File: src/rtl/dma_pkg.sv
// dma_pkg: shared state encoding, width helper and reset constants for the DMA priority resolver
package dma_pkg;
  typedef enum logic [1:0] {IDLE, REQ, SERVICE, RELEASE} pr_state_t;
  localparam pr_state_t RST_STATE = IDLE;
  localparam logic RST_HRQ = 1'b0;
  localparam logic RST_VALID = 1'b0;
  function automatic int ch_w(input int n);
    return (n > 1) ? $clog2(n) : 1;
  endfunction
endpackage

File: src/rtl/dma_rr_pick.sv
// dma_rr_pick: first eligible channel scanning upward from prio_ptr, wrapping modulo NUM_CH
module dma_rr_pick
  import dma_pkg::*;
#(
  parameter int NUM_CH = 4,
  parameter int CH_W = ch_w(NUM_CH)
) (
  input  logic [NUM_CH-1:0] eligible,
  input  logic [CH_W-1:0]   prio_ptr,
  output logic [NUM_CH-1:0] onehot,
  output logic [CH_W-1:0]   bin
);
  logic [CH_W-1:0] idx;
  always_comb begin
    onehot = '0;
    bin = '0;
    idx = '0;
    for (int i = NUM_CH - 1; i >= 0; i--) begin
      idx = CH_W'((int'(prio_ptr) + i) % NUM_CH);
      if (eligible[idx]) begin
        onehot = '0;
        onehot[idx] = 1'b1;
        bin = idx;
      end
    end
  end
endmodule

File: src/rtl/dma_priority_resolver_n.sv
// dma_priority_resolver_n: N-channel DMA request qualification, priority arbitration and HRQ/HLDA grant handshake
module dma_priority_resolver_n
  import dma_pkg::*;
#(
  parameter int NUM_CH = 4,
  localparam int CH_W = ch_w(NUM_CH)
) (
  input  logic              CLK,
  input  logic              RESET,
  input  logic [NUM_CH-1:0] DREQ,
  input  logic              dreqActiveLow,
  input  logic              dackActiveHigh,
  input  logic              rotatePriority,
  input  logic              ctrlDisable,
  input  logic [NUM_CH-1:0] mask,
  input  logic [NUM_CH-1:0] softReqSet,
  input  logic              HLDA,
  input  logic              serviceDone,
  output logic              hrq,
  output logic [NUM_CH-1:0] VALID_DREQ,
  output logic              validDACK,
  output logic [NUM_CH-1:0] DACK,
  output logic [CH_W-1:0]   chanIdx,
  output logic [CH_W-1:0]   prioPtr
);
  pr_state_t state, state_n;
  logic [NUM_CH-1:0] soft_req, eligible, pick_oh;
  logic [CH_W-1:0] pick_bin;
  logic grant, done;
  assign eligible = ctrlDisable ? '0 : ((DREQ ^ {NUM_CH{dreqActiveLow}}) | soft_req) & ~mask;
  assign grant = state == REQ && HLDA && |eligible;
  assign done = state == SERVICE && serviceDone;
  assign DACK = VALID_DREQ ^ {NUM_CH{~dackActiveHigh}};
  dma_rr_pick #(.NUM_CH(NUM_CH), .CH_W(CH_W)) u_pick (
    .eligible(eligible),
    .prio_ptr(prioPtr),
    .onehot(pick_oh),
    .bin(pick_bin)
  );
  always_ff @(posedge CLK) state <= RESET ? RST_STATE : state_n;
  always_comb begin
    state_n = state;
    case (state)
      IDLE:    state_n = |eligible ? REQ : IDLE;
      REQ:     state_n = ~|eligible ? IDLE : HLDA ? SERVICE : REQ;
      SERVICE: state_n = serviceDone ? RELEASE : SERVICE;
      RELEASE: state_n = HLDA ? RELEASE : IDLE;
    endcase
  end
  always_ff @(posedge CLK) begin
    if (RESET) begin
      hrq <= RST_HRQ;
      VALID_DREQ <= '0;
      validDACK <= RST_VALID;
      chanIdx <= '0;
      prioPtr <= '0;
      soft_req <= '0;
    end else begin
      hrq <= state_n == REQ || state_n == SERVICE;
      VALID_DREQ <= grant ? pick_oh : done ? '0 : VALID_DREQ;
      validDACK <= grant ? 1'b1 : done ? 1'b0 : validDACK;
      chanIdx <= grant ? pick_bin : chanIdx;
      prioPtr <= !rotatePriority ? '0 : !done ? prioPtr : chanIdx == CH_W'(NUM_CH - 1) ? '0 : chanIdx + CH_W'(1);
      soft_req <= (soft_req & ~(done ? VALID_DREQ : '0)) | softReqSet;
    end
  end
endmodule
File: config.mk
export PLATFORM = sky130hd
export DESIGN_NAME = dma_priority_resolver_n
export DESIGN_NICKNAME = d
export VERILOG_FILES = /design/src/rtl/dma_pkg.sv /design/src/rtl/dma_rr_pick.sv /design/src/rtl/dma_priority_resolver_n.sv
export SDC_FILE = /design/constraint.sdc
export NUM_CORES = 1
export LEC_CHECK = 0
export ABC_CLOCK_PERIOD_IN_PS = 2500
export BUFFER_PORTS_ARGS = -buffer_cell sky130_fd_sc_hd__clkbuf_2
export CAP_MARGIN = 10
export CORE_MARGIN = 2
export CORE_UTILIZATION = 25
export DETAILED_ROUTE_END_ITERATION = 8
export PLACE_DENSITY = 0.45
export RECOVER_POWER = 50
export SYNTH_ARGS = -nofsm -noshare
export SYNTH_HDL_FRONTEND = slang
export SYNTH_HIERARCHICAL = 1
export SYNTH_SLANG_ARGS = --single-unit
File: constraint.sdc
create_clock -name CLK -period 2.5 [get_ports CLK]
set_input_delay 0.25 -clock CLK [delete_from_list [all_inputs] [get_ports CLK]]
set_output_delay 0.25 -clock CLK [all_outputs]
set_load 0.02 [all_outputs]
# After elaboration in Yosys (flattened, before gate mapping)
# Cells that the tools add are included.
# W data, S select, Z words.
totals:
  ram_bits: 0
  out_inout_bits: 14
  inputBits: 20
  reg_bits: 16
  latchBits: 0
  romBits: 0
  memories: 0
classes:
  muxes: 37
  n_addsub: 4
  bitwise_logic: 10
  n_reduce_logical: 12
  order_cmp: 8
  n_eq_ne: 6
  div_mod_pow: 0
  n_shift: 0
  multipliers: 0
ops:
  columns: ["cell", "n"]
  rows:
  - ["$mux W4", 8]
  - ["$mux W2", 8]
  - ["$lt A2 B3 Y1 const B", 4]
  - ["$mux W1", 12]
  - ["$and A4 B4 Y4", 2]
  - ["$bmux W1 S2", 4]
  - ["$demux W1 S2", 4]
  - ["$eq A2 B2 Y1 const B", 4]
  - ["$ge A2 B1 Y1 const B", 4]
  - ["$not A4 Y4", 2]
  - ["$or A4 B4 Y4", 2]
  - ["$pmux W2 S4", 1]
  - ["$xor A4 B4 Y4", 2]
  - ["$logic_and A1 B1 Y1", 7]
  - ["$add A2 B1 Y2 const B", 2]
  - ["$add A2 B2 Y2 const B", 2]
  - ["$eq A2 B1 Y1 const B", 2]
  - ["$reduce_or A4 Y1", 1]
  - ["$logic_not A2 Y1", 1]
  - ["$not A1 Y1", 2]
  - ["$reduce_bool A2 Y1", 1]
  - ["$reduce_or A2 Y1", 1]
  - ["$logic_or A1 B1 Y1", 1]

# Depth between registers and ports, before layout
logic_depth:
  ltp_word: 11
  depth_mapped: 10
  ltp_nobuf: 9

# By module
# Netlist, hierarchy kept.
modules_own_cells:
  columns: ["mod", "cells_each", "n_inst", "area_each_um2"]
  rows:
  - ["dma_priority_resolver_n", 95, 1, 819.5]
  - ["dma_rr_pick", 60, 1, 490.5]

# Worst setup path after synthesis
# Ideal clock, no wire load.
synth_timing:
  path_type: "register -> register"
  from: "register prioPtr[1]"
  to: "register VALID_DREQ[2]"
  path_buffers: 1
  slack_ns: -0.138
  path_stages_with_launch: 10
  period_less_slack_ns: 2.638
  arrival_ns: 2.569
  cell_sequence: "dfxtp_1 > inv_1 > ha_1 > clkbuf_2 > mux4_2 > or4_1 > a21o_1 > o211ai_1 > nand4b_1 > o21ai_1"
synth_between:
  elab_chain_len: 10
  word_cells_on_any_way: 36
  cone_classes: "add/sub (3); order compare (8); mux (21); reduce/logical (4)"
synth_rtl:
  columns: ["element", "line_no", "text"]
  rows:
  - ["start: declaration", "dma_priority_resolver_n.sv:24", "output logic [CH_W-1:0] prioPtr"]
  - ["start signal: assignment", "dma_priority_resolver_n.sv:63", "prioPtr <= !rotatePriority ? '0 : !done ? prioPtr : chanIdx == CH_W'(NUM_CH - 1) ? '0 : chanIdx + CH_W'(1);"]
  - ["$add A2 B2 Y2", "dma_rr_pick.sv:19", "idx = CH_W'((int'(prio_ptr) + i) % NUM_CH);"]
  - ["$lt A2 B3 Y1 (implied by the code) or $ge A2 B1 Y1 (tied branches)", "dma_rr_pick.sv:22", "onehot[idx] = 1'b1;"]
  - ["$logic_and A1 B1 Y1 (implied by the code)", "dma_rr_pick.sv:22", null]
  - ["$mux W1 (implied by the code)", "dma_rr_pick.sv:22", null]
  - ["$demux W1 S2", null, null]
  - ["$mux W4 (3 in a row)", "dma_rr_pick.sv:20", "if (eligible[idx]) begin"]
  - ["$mux W4 *", "dma_rr_pick.sv:20", null]
  - ["via pick_oh[2]", "dma_priority_resolver_n.sv:27", "logic [NUM_CH-1:0] soft_req, eligible, pick_oh;"]
  - ["$mux W4 *", "dma_priority_resolver_n.sv:60", "VALID_DREQ <= grant ? pick_oh : done ? '0 : VALID_DREQ;"]
  - ["end signal: assignment", "dma_priority_resolver_n.sv:60", null]
  - ["end: declaration", "dma_priority_resolver_n.sv:20", "output logic [NUM_CH-1:0] VALID_DREQ,"]
# Mark *: on every way through the listed nets, which the timed path passes. The rest lies on a longest branch. The select of a mux whose other input is x is not followed.
# A chain may end at the register's enable or synchronous reset.

# Final worst setup path
layout_timing:
  from: "register soft_req[3]"
  to: "register VALID_DREQ[2]"
layout_between:
  elab_chain_len: 10
  word_cells_on_any_way: 19
  cone_classes: "mux (14); bitwise (2); reduce/logical (3)"
layout_rtl:
  columns: ["element", "line_no", "text"]
  rows:
  - ["start: declaration", "dma_priority_resolver_n.sv:27", null]
  - ["start signal: assignment", "dma_priority_resolver_n.sv:64", "soft_req <= (soft_req & ~(done ? VALID_DREQ : '0)) | softReqSet;"]
  - ["$or A4 B4 Y4 *", "dma_priority_resolver_n.sv:30", "assign eligible = ctrlDisable ? '0 : ((DREQ ^ {NUM_CH{dreqActiveLow}}) | soft_req) & ~mask;"]
  - ["$and A4 B4 Y4 *", "dma_priority_resolver_n.sv:30", null]
  - ["$mux W4 *", "dma_priority_resolver_n.sv:30", null]
  - ["via eligible[3]", "dma_priority_resolver_n.sv:27", null]
  - ["$bmux W1 S2", "dma_rr_pick.sv:20", null]
  - ["$mux W1 (implied by the code)", "dma_rr_pick.sv:20", null]
  - ["$mux W4 (3 in a row)", "dma_rr_pick.sv:20", null]
  - ["$mux W4 *", "dma_rr_pick.sv:20", null]
  - ["via pick_oh[2]", "dma_priority_resolver_n.sv:27", null]
  - ["$mux W4 *", "dma_priority_resolver_n.sv:60", null]
# Marks and branches as above.

==> impl_metrics.csv <==
group,metric,value,unit
global_route,grt_max_degree,20,
final_layout,drive_gt1_frac,0.275,
pwr,ir_drop,0.289,mV
final_layout,fill_cells,570,
final_layout,finalNetCount,230,
synth,ys.warnings.count,6,
pwr,powerDensity,410,nW/um2
pwr,p_sw_frac,0.291,
die,dieArea,5840,um2
run,maxCapViolCount,0,
drt,via_per_inst,4.71,
synth,ys_ff_latch,16,
global_route,grt_pass1_wl,5710,um
sta,max_freq,0.459,GHz
synth,yosysSeqAreaShare,0.245,
global_route,gr-total-overflow,0,
synth,syn_inst,155,
die,dieHeight,76.4,um
sta,fin_crit,2.18,ns
sta,post-route-period-util,0.871,
final_layout,mostFrequentLayoutCells,"22 x clkbuf_2, 15 x a21oi_1, 14 x dfxtp_1, 13 x nor2_1, 13 x buf_4",
die,io_pins,34,
final_layout,layout_commonest_cell,"clkbuf_2",
critical_path,cp_slowest_cell,"or4_1",
synth,synth_area_per_cell,8.45,um2
final_layout,diodes,0,
place,gp_congestion,0.795,
drt,drt_iter0_drc,71,
drt,route.detailed.drc,0,
critical_path,cpPeakStageDelay,0.52,ns
place,place_area,1630,um2
clocking,clk_latency,0.24,ns
clocking,ctsLongestPathBuffers,2,
drt,firstDrtPassIters,4,
critical_path,path_max_fanout,3,
synth,synthArstFlopShare,0,
clocking,htree_num_levels,1,
clocking,cts_resized,0,
final_layout,final_cell_area,1660,um2
sta,worst_pin_slew,0.396,ns
critical_path,arrival,2.36,ns
critical_path,crit_required,2.68,ns
die,rows,26,
critical_path,cp-end-kind,"flop",
die,core-area,5070,um2
pwr,leakagePower,0.692,nW
clocking,tritoncts,"yes",
clocking,cts_buffers,3,
sta,rsz0062_at_grt,"false",
global_route,antenna_found_initial,0,
min_path,hp-class,"input port to flop",
pwr,p_switching,0.198,mW
sta,drv_slew,0,
pwr,p_int,0.484,mW
sta,hold_viol,0,
drt,vias,1272,
critical_path,cp_cell_sequence,"o21ai_0, inv_1, mux4_2, or4_1, a21o_1, o211ai_1, nand4b_1, o21ai_1",
clocking,postCtsSetupBuffers,0,
drt,antenna_left,0,
pwr,comb_power_share,0.258,
synth,netlist_area,1310,um2
critical_path,path_class,"flop to flop",
die,start_util,0.258,
place,hpwl,2700,um
drt,routed_wl,3350,um
clocking,ctsHoldBuffers,0,
final_layout,area_growth,27.0,%
sta,slew_headroom,0.728,
place,port_buffers,33,
pwr,p_clk_frac,0.330,
sta,hold_slack,0.212,ns
critical_path,start_kind,"flop",
sta,tns,0,ns
clocking,clockRootBuffer,"clkbuf_8",
status,outcome,"finished clean",
clocking,cts_num_sinks,16,
die,dieWidth,76.4,um
synth,ys.flop_type,"dfxtp_1",
global_route,grt_pass1_vias,1223,
drt,wl_per_cell,12.4,um
clocking,path_clk_slew,0.06,ns
sta,skew,0.00105,ns
final_layout,final_util,0.328,
global_route,track_usage,0.116,
synth,synth-edff-count,0,
synth,yosysUniqueCellTypes,46,
sta,setup_viol,0,
pwr,p_seq_frac,0.413,
synth,syn_nets,184,
## final cells by class
| type | instances | area [um2] | area share |
|---|---|---|---|
| inverter | 7 | 26.3 | 0.0158 |
| sequential | 16 | 323 | 0.194 |
| tap | 70 | 87.6 | 0.0526 |
| clock buffer | 4 | 55.1 | 0.0331 |
| multi-input combinational | 127 | 923 | 0.555 |
| timing repair buffer | 46 | 249 | 0.150 |
## final timing paths
path	cells after the start	from	to	slack, ns
hold / removal	3	softReqSet[2]	soft_req[2]	0.21
setup / recovery	8	soft_req[3]	VALID_DREQ[2]	0.32
setup reg to reg	8	soft_req[3]	VALID_DREQ[2]	0.32
hold reg to reg	2	validDACK	validDACK	0.47
## synthesized netlist by cell type (all sizes together) (4+ instances only)
cell type  number  area (um2)
nand3b          6        48.8
mux2i           4        40.0
dfxtp          16         320
ha              9         113
inv             7        26.3
nand4b          4        35.0
nand3           4        20.0
a21oi          15        75.1
nand4           6        37.5
xor2            4        35.0
nand2          10        37.5
o21ai          12        75.1
xnor2           4        35.0
nor2           14        55.1
## critical path, delay by kind of cell (launching register included)
kind,cells,cell delay (ns)
AO/OA/AOI/OAI,4,0.57
flip-flops,1,0.32
AND/OR/NAND/NOR,2,0.63
buffers and inverters,1,0.10
multiplexers,1,0.49
## layer usage
metal | track usage | share of wire | vias up
li1 | - | - | 660
met1 | 0.166 | 0.50 | 590
met4 | 0.0273 | 0.0057 | 0
met2 | 0.188 | 0.48 | 20
met5 | 0 | 0 | -
met3 | 0.0107 | 0.021 | 2
## power groups by stage
stage,Combinational (mW),Sequential (mW),Clock (mW)
2_1_floorplan,0.111,0.291,0
3_3_place_gp,0.182,0.288,0
3_5_place_dp,0.179,0.288,0
4_1_cts,0.180,0.282,0.231
5_1_grt,0.196,0.284,0.242
6_report,0.176,0.282,0.225
## sequential cells by signal, indices dropped and copies added (netlist names)
register and flops:
hrq 1, soft_req 4, VALID_DREQ 4, state 2, validDACK 1, prioPtr 2, chanIdx 2
## stage by stage
stage / std cells / setup WS (ns) / total power, mW
floorplan: 155 / 0.0579 / 0.402
global placement: 266 / 0.197 / 0.470
detailed placement: 266 / 0.163 / 0.467
CTS: 270 / 0.356 / 0.694
global route: 270 / 0.126 / 0.722
finish: 270 / 0.321 / 0.683
## cell families after synthesis
kind of cell / share of synthesized area
compound gates: 0.224
xor+xnor: 0.0535
fa+ha+maj: 0.0860
buf+inv: 0.0449
flops: 0.245
mux: 0.0936
simple gates: 0.254
Power figures use the tool's default switching activity.
